===== config.mk =====
export PLATFORM = sky130hd
export DESIGN_NAME = uart_tx_arbiter
export DESIGN_NICKNAME = d
export VERILOG_FILES = /design/src/rtl/uart_pkg.sv /design/src/rtl/rr_priority_pick.sv /design/src/rtl/uart_tx_arbiter.sv
export SDC_FILE = /design/constraint.sdc
export NUM_CORES = 1
export LEC_CHECK = 0
export BUFFER_PORTS_ARGS = -buffer_cell sky130_fd_sc_hd__clkbuf_2
export CAP_MARGIN = 10
export CELL_PAD_IN_SITES_DETAIL_PLACEMENT = 0
export CELL_PAD_IN_SITES_GLOBAL_PLACEMENT = 1
export CORE_ASPECT_RATIO = 0.9
export CORE_MARGIN = 10
export CORE_UTILIZATION = 35
export DETAILED_ROUTE_END_ITERATION = 8
export PLACE_DENSITY_LB_ADDON = 0.08
export SYNTH_ARGS = -nofsm -noshare
export SYNTH_HDL_FRONTEND = slang
export SYNTH_SLANG_ARGS = --single-unit

===== constraint.sdc =====
create_clock -name clk -period 3.7 [get_ports clk]
set_clock_uncertainty 0.1 [all_clocks]
set_input_delay 0.185 -clock clk [delete_from_list [all_inputs] [get_ports clk]]
set_output_delay 0.185 -clock clk [all_outputs]
set_load 0.02 [all_outputs]

===== src/rtl/uart_pkg.sv =====
// Shared types and defaults for the UART transmit arbiter.
// Reset constants live here so the top level and any sibling blocks agree on them.
package uart_pkg;

  localparam int UART_DATA_WIDTH   = 32;
  localparam int ARB_NUM_REQ       = 4;
  localparam int ARB_START_TIMEOUT = 4;

  // START_TIMEOUT is bounded to 1..255, so an 8-bit counter always suffices.
  localparam int TIMEOUT_CNT_W = 8;

  typedef enum logic [1:0] {
    IDLE,
    LAUNCH,
    WAIT_BUSY,
    WAIT_DONE
  } arb_state_t;

  localparam arb_state_t ARB_RST_STATE = IDLE;
  localparam logic       ARB_RST_FLAG  = 1'b0;

  function automatic int unsigned idx_width(input int unsigned n);
    return (n > 1) ? $clog2(n) : 1;
  endfunction

endpackage


===== src/rtl/rr_priority_pick.sv =====
// Combinational round-robin search: the first set request after the pointer wins.
// The search wraps modulo NUM_REQ, so the pointer's own index has lowest priority.
module rr_priority_pick
  import uart_pkg::*;
#(
  parameter int NUM_REQ = ARB_NUM_REQ,
  parameter int IDW     = $clog2(NUM_REQ)
) (
  input  logic [NUM_REQ-1:0] req,
  input  logic [IDW-1:0]     pointer,
  output logic [NUM_REQ-1:0] winner,
  output logic [IDW-1:0]     index,
  output logic               valid
);

  logic [IDW-1:0] cand;

  always_comb begin
    winner = '0;
    index  = '0;
    valid  = 1'b0;
    cand   = '0;
    for (int unsigned off = 1; off <= NUM_REQ; off++) begin
      cand = IDW'((32'(pointer) + off) % NUM_REQ);
      if (!valid && req[cand]) begin
        valid        = 1'b1;
        winner[cand] = 1'b1;
        index        = cand;
      end
    end
  end

endmodule


===== src/rtl/uart_tx_arbiter.sv =====
// Round-robin arbiter sharing one UART transmitter among NUM_REQ clients.
// Launches one frame at a time and recovers via a start timeout if the UART never goes busy.
module uart_tx_arbiter
  import uart_pkg::*;
#(
  parameter int NUM_REQ       = ARB_NUM_REQ,
  parameter int DATA_WIDTH    = UART_DATA_WIDTH,
  parameter int START_TIMEOUT = ARB_START_TIMEOUT
) (
  input  logic                          clk,
  input  logic                          reset,
  input  logic [NUM_REQ-1:0]            req,
  input  logic [NUM_REQ*DATA_WIDTH-1:0] req_data,
  output logic [NUM_REQ-1:0]            gnt,
  output logic [NUM_REQ-1:0]            done,
  output logic [DATA_WIDTH-1:0]         uart_tx_data,
  output logic                          uart_tx_req,
  input  logic                          uart_tx_busy,
  output logic [$clog2(NUM_REQ)-1:0]    active_id,
  output logic                          arb_busy,
  output logic                          timeout_err
);

  localparam int IDW = $clog2(NUM_REQ);
  localparam logic [IDW-1:0]           PTR_RST   = IDW'(NUM_REQ - 1);
  localparam logic [TIMEOUT_CNT_W-1:0] CNT_LIMIT = TIMEOUT_CNT_W'(START_TIMEOUT - 1);

  arb_state_t               state;
  logic [IDW-1:0]           pointer;
  logic [TIMEOUT_CNT_W-1:0] start_cnt;

  logic [NUM_REQ-1:0]    pick_onehot;
  logic [IDW-1:0]        pick_index;
  logic                  pick_valid;
  logic [DATA_WIDTH-1:0] pick_word;
  logic [NUM_REQ-1:0]    owner_onehot;

  rr_priority_pick #(
    .NUM_REQ (NUM_REQ),
    .IDW     (IDW)
  ) u_pick (
    .req     (req),
    .pointer (pointer),
    .winner  (pick_onehot),
    .index   (pick_index),
    .valid   (pick_valid)
  );

  always_comb begin
    pick_word = '0;
    for (int unsigned i = 0; i < NUM_REQ; i++) begin
      if (pick_index == IDW'(i)) begin
        pick_word = req_data[i*DATA_WIDTH +: DATA_WIDTH];
      end
    end
  end

  always_comb begin
    owner_onehot = '0;
    for (int unsigned i = 0; i < NUM_REQ; i++) begin
      owner_onehot[i] = (active_id == IDW'(i));
    end
  end

  // Pulse outputs default low every cycle; each state only raises the ones it owns.
  always_ff @(posedge clk or negedge reset) begin
    if (!reset) begin
      state        <= ARB_RST_STATE;
      pointer      <= PTR_RST;
      start_cnt    <= '0;
      gnt          <= '0;
      done         <= '0;
      uart_tx_req  <= ARB_RST_FLAG;
      uart_tx_data <= '0;
      active_id    <= '0;
      arb_busy     <= ARB_RST_FLAG;
      timeout_err  <= ARB_RST_FLAG;
    end else begin
      gnt         <= '0;
      done        <= '0;
      uart_tx_req <= 1'b0;
      timeout_err <= 1'b0;
      case (state)
        IDLE: begin
          if (pick_valid && !uart_tx_busy) begin
            uart_tx_data <= pick_word;
            active_id    <= pick_index;
            pointer      <= pick_index;
            gnt          <= pick_onehot;
            uart_tx_req  <= 1'b1;
            arb_busy     <= 1'b1;
            state        <= LAUNCH;
          end
        end
        LAUNCH: begin
          start_cnt <= '0;
          state     <= WAIT_BUSY;
        end
        WAIT_BUSY: begin
          if (uart_tx_busy) begin
            state <= WAIT_DONE;
          end else if (start_cnt == CNT_LIMIT) begin
            timeout_err <= 1'b1;
            arb_busy    <= 1'b0;
            start_cnt   <= '0;
            state       <= IDLE;
          end else begin
            start_cnt <= start_cnt + 1'b1;
          end
        end
        WAIT_DONE: begin
          if (!uart_tx_busy) begin
            done     <= owner_onehot;
            arb_busy <= 1'b0;
            state    <= IDLE;
          end
        end
        default: begin
          arb_busy <= 1'b0;
          state    <= IDLE;
        end
      endcase
    end
  end

endmodule


# After elaboration in Yosys (flattened, before gate mapping)
# Cells that the tools add are included.
[op_classes] addsub=5 mul=0 div_mod_pow=0 magnitude_cmp=8 n_eq_ne=15 shifts=0 n_mux=54 bitwise=3 n_reduce_logical=21
[op_table] cell="$mux 32" count=4
[op_table] cell="$mux 4" count=8
[op_table] cell="$mux 1" count=21
[op_table] cell="$mux 2" count=8
[op_table] cell="$mux 8" count=2
[op_table] cell="$pmux 8 s2" count=1
[op_table] cell="$eq 2x2->1 const B" count=6
[op_table] cell="$lt 2x3->1 const B" count=4
[op_table] cell="$or 4x4->4" count=3
[op_table] cell="$add 8x1->8 const B" count=1
[op_table] cell="$bmux 1 s2" count=4
[op_table] cell="$demux 1 s2" count=4
[op_table] cell="$eq 8x2->1 const B" count=1
[op_table] cell="$ge 2x1->1 const B" count=4
[op_table] cell="$logic_and 1x1->1" count=8
[op_table] cell="$ne 2x2->1 const B" count=4
[op_table] cell="$pmux 2 s4" count=1
[op_table] cell="$eq 2x1->1 const B" count=3
[op_table] cell="$logic_not 2->1" count=3
[op_table] cell="$reduce_and 5->1" count=1
[op_table] cell="$add 2x1->2 const B" count=2
[op_table] cell="$add 2x2->2 const B" count=2
[op_table] cell="$logic_not 1->1" count=4
[op_table] cell="$reduce_and 2->1" count=2
[op_table] cell="other kinds (5)" count=5
[totals] reg_bits=57 latch_bits=0 mem_bits_rw=0 romBits=0 input_bits=135 output_inout_bits=45 wordCells=116 mem_count=0

# Depth between registers and ports, before layout
[logic_depth] ltp_word=18 mapped_depth=12 depth_no_buf=9

# By module
# Synthesis repeated with hierarchy kept, for this count alone.
[unflattened] hier_cells=375 area_unflattened_um2=3851.2
[by_module_without_submodules] mod="uart_tx_arbiter" instances=1 cells_per_inst=289 area_per_inst_um2=3221.8 seq_area_each_um2=1428.9
[by_module_without_submodules] mod="rr_priority_pick" instances=1 cells_per_inst=86 area_per_inst_um2=629.4 seq_area_each_um2=0.0

# Worst setup path before layout
# No wires, ideal clock.
[synth_path] kind="register to register" startpoint="register pointer[0]" endpoint="register uart_tx_data[21]" setup_ps=138 arrival_ps=2827 t_required_ps=3462 slack_ps=634 path_stages_with_launch=10 path_buffers=3 synth_period_minus_slack_ps=3066 path_cell_list="dfstp_2 -> buf_6 -> mux4_2 -> and3_4 -> o31a_1 -> nor3_4 -> buf_6 -> buf_4 -> mux2i_1 -> o211ai_1"
[synth_via] elab_chain_len=18 word_cells_on_any_way=36 classes_between="4 x add/sub; 3 x eq/ne; 20 x mux; 9 x reduce/logical"
[synth_lines] item="start: declaration" line_no="uart_tx_arbiter.sv:29" source="logic [IDW-1:0] pointer;"
[synth_lines] item="start signal: assignment" line_no="uart_tx_arbiter.sv:88" source="pointer <= pick_index;"
[synth_lines] item="$add 2x1->2" line_no="rr_priority_pick.sv:24" source="cand = IDW'((32'(pointer) + off) % NUM_REQ);"
[synth_lines] item="$bmux 1 s2" line_no="rr_priority_pick.sv:25" source="if (!valid && req[cand]) begin"
[synth_lines] item="$mux 1 (implied by the code)" line_no="rr_priority_pick.sv:25"
[synth_lines] item="$mux 1" line_no="rr_priority_pick.sv:25"
[synth_lines] item="$logic_not 1->1" line_no="rr_priority_pick.sv:25"
[synth_lines] item="$logic_and 1x1->1" line_no="rr_priority_pick.sv:25"
[synth_lines] item="$mux 1" line_no="rr_priority_pick.sv:25"
[synth_lines] item="$logic_not 1->1" line_no="rr_priority_pick.sv:25"
[synth_lines] item="$logic_and 1x1->1" line_no="rr_priority_pick.sv:25"
[synth_lines] item="$mux 1" line_no="rr_priority_pick.sv:25"
[synth_lines] item="$logic_not 1->1" line_no="rr_priority_pick.sv:25"
[synth_lines] item="$logic_and 1x1->1" line_no="rr_priority_pick.sv:25"
[synth_lines] item="$mux 2" line_no="rr_priority_pick.sv:25"
[synth_lines] item="$logic_not 2->1" line_no="uart_tx_arbiter.sv:52" source="if (pick_index == IDW'(i)) begin"
[synth_lines] item="$mux 32 (4 in series)" line_no="uart_tx_arbiter.sv:52"
[synth_lines] item="end signal: assignment" line_no="uart_tx_arbiter.sv:86" source="uart_tx_data <= pick_word;"
[synth_lines] item="end: declaration" line_no="uart_tx_arbiter.sv:16" source="output logic [DATA_WIDTH-1:0] uart_tx_data,"
# Parallel ways exist; a longest one is shown, timed or not. The select of a mux whose other input is x is not followed.
# A chain may end at the register's enable or synchronous reset.

# Worst setup path in the final report
[layout_path] startpoint="register pointer[0]" endpoint="register uart_tx_data[20]"
# The elaborated chain is that of the path after synthesis.

==> flow_summary.yaml <==
run_status:
  status: "finished, final reports clean"
yosys:
  synth.avg_cell_area_um2: 9.65
  synthArstFlopShare_pct: 100
  yosys_most_used_dff: "dfrtp_1"
  synth_edf_count: 0
  synth_cells: 405
  synth_cell_types: 43
  yosys_warnings: 0
  ys_ff_latch: 57
  yosysSeqAreaShare_pct: 36.5
  syn_area_um2: 3910
  syn_nets: 553
drt:
  num_vias: 3680
  drt_iter0_drc: 180
  wl_um: 12700
  wl_per_cell_um: 17.4
  vias_per_cell: 5.05
  ant_nets: 0
  dr.pass1.iters: 4
  drc: 0
timing:
  setup_viol: 0
  setup_slack_ns: 0.326
  finalCritPeriodShare_pct: 91.2
  fmax_ghz: 0.296
  period_minus_slack_ns: 3.37
  slew-limit-headroom_pct: 40.6
  rsz0062_at_grt: "no"
  hold_violations: 0
  fin_tns_setup_ns: 0
  slew_viol_final: 0
  worst_pin_slew_ns: 0.891
global_route:
  grt-ovfl-total: 0
  grt_max_degree: 87
  grt_pass1_wl_um: 20700
  antenna_found_initial: 0
  grt_pass1_vias: 3917
  grtUsageTotal_pct: 15.7
min_path:
  hold_class: "in -> reg"
clock_tree:
  cts.clk_slew.worst_paths_ns: 0.05
  cts_buffers: 9
  cts-root-buf: "clkbuf_16"
  h-tree-depth: 3
  cts.path.max_buffers: 2
  cts_tree: "done"
  postCtsResizedCells: 0
  clk_latency_ns: 0.32
  cts_sinks: 57
  postCtsSetupBuffers: 0
placed_design:
  dp_hpwl_um: 9610
  gp_congestion: 0.780
  port_buffers: 179
  pre_cts_ws_ns: 0.321
power:
  leakage_nw: 2.57
  irDropWorstVdd_uv: 491
  p_sw_mw: 1.87
  sequentialPowerShare_pct: 24.7
  p_per_area_nw_per_um2: 813
  p_clk_share_pct: 17.6
  internal_power_mw: 2.34
  pwr-share-comb_pct: 57.7
  swShare_pct: 44.5
floorplanning:
  coreArea_um2: 10900
  dieArea_um2: 15800
  fp.dieW_um: 131
  initial_core_util_pct: 36.0
  rows: 36
  io-pin-count: 180
  die_h_um: 120
setup_path:
  worstSetupPathType: "reg -> reg"
  cp_data_arrival_time_ns: 3.46
  cp-end-kind: "flop"
  start_kind: "flop"
  crit_fanout: 48
  cp_data_required_time_ns: 3.79
layout:
  nNetsFinal: 719
  area_delta_synth_final_pct: 32.4
  diodes: 0
  final_layout_size_suffix_gt1_share_pct: 37.8
flow_run:
  maxCapViolations: 0
## Yosys cell counts, types with 2 or more instances
cell type / count / area, µm²
nand2b_1: 5 / 31.3
a41oi_1: 2 / 17.5
nor2_1: 6 / 22.5
o21a_1: 2 / 15.0
dfrtp_1: 55 / 1380
mux2i_1: 58 / 581
nor4_1: 3 / 18.8
nor4b_1: 2 / 17.5
ha_1: 13 / 163
buf_4: 2 / 15.0
nor3b_1: 47 / 353
nand2_1: 58 / 218
o22ai_1: 2 / 12.5
dfstp_2: 2 / 52.6
a221o_1: 13 / 130
clkbuf_1: 24 / 90.1
mux2_2: 11 / 124
o211ai_1: 23 / 173
nand3_1: 6 / 30.0
o31a_1: 2 / 17.5
or3_1: 2 / 12.5
buf_6: 4 / 45.0
and3_1: 5 / 31.3
a31oi_1: 2 / 12.5
inv_1: 11 / 41.3
o21ai_0: 21 / 105
a21oi_1: 8 / 40.0
## worst max-delay path: stages, from the launching register on
cell and delay (ns):
dfstp_2 0.69, mux4_2 0.63, and3_4 0.22, o31a_1 0.32
nor3_4 0.22, buf_12 0.33, buf_4 0.36, mux2i_1 0.24
o211ai_1 0.11
## per-layer routing
layer	global-route usage, %	share of wire, %	vias to the layer above
met5	0	0	-
li1	-	-	1830
met2	26.2	48	117
met1	19.3	44	1722
met3	4.51	7.0	11
met4	4.79	1.2	0
## per-stage QoR
stage	hold WS, ns	cells	instance area, µm²	power (mW)	util (%)
floorplan	-0.211	405	3910	2.92	-
global placement	0.229	711	4900	3.47	45.2
detailed placement	0.237	711	4900	3.51	45.2
CTS	0.0765	728	5180	4.28	47.7
global route	0.0944	728	5180	4.56	47.7
finish	0.0741	728	5180	4.21	47.7
## cell families after synthesis
kind of cell | after synthesis | share of synthesized area [%]
AND/OR/NAND/NOR | 141 | 20.5
AO/OA/AOI/OAI | 81 | 14.7
multiplexers | 70 | 18.6
flip-flops | 57 | 36.5
buffers and inverters | 43 | 5.50
adder cells (fa/ha/maj) | 13 | 4.16
## layout make-up
class / count / area, µm²
timing repair buffer: 187 / 983
sequential: 57 / 1430
inverter: 11 / 41.3
fill: 1065 / 5680
clock buffer: 12 / 246
clock inverter: 4 / 20.0
multi-input combinational: 305 / 2270
tap: 152 / 190
## power by group through the flow
stage,combinational (mW),clock [mW],sequential (mW)
after global routing,2.69,0.787,1.08
after CTS,2.47,0.765,1.04
after floorplan,1.66,0,1.26
after detailed placement,2.46,0,1.05
after global placement,2.43,0,1.04
final,2.43,0.742,1.04
## cells in the final DEF, fill, tap and decap left out, drive strengths merged, types with 2 or more instances in the layout
cell and count:
nor2 6, nor3b 47, mux2i 58, a31oi 2, inv 11, a221o 13, nor3 2, a21oi 8
o21a 2, mux2 11, o211ai 23, buf 7, nand2b 5, nand3 6, ha 13, nor4b 2
nand2 58, clkbuf 191, o22ai 2, clkinv 4, dfstp 2, dfrtp 55, o31a 2, or3 2
a41oi 2, and3 6, o21ai 22, nor4 3
## registers in the layout, summed over array words and instances (netlist names)
name,count
arb_busy,1
pointer,2
active_id,2
uart_tx_data,32
state,2
timeout_err,1
gnt,4
start_cnt,8
uart_tx_req,1
done,4
## what timing repair did
item                       4_1_cts  5_1_grt
hold buffers                     1        0
hold endpoints to repair        29        0
setup endpoints to repair        0        0
## path summary, 6_finish.rpt
path,end,startpoint,cells after the start,slack (ns)
setup / recovery,uart_tx_data[20],pointer[0],8,0.33
hold / removal,done[2],uart_tx_busy,2,0.07
setup reg to reg,uart_tx_data[20],pointer[0],8,0.33
min in group asynchronous,uart_tx_data[6],reset,2,0.39
hold reg to reg,uart_tx_data[16],uart_tx_data[16],2,0.40
max in group asynchronous,pointer[1],reset,3,2.17
Power figures use the tool's default switching activity.
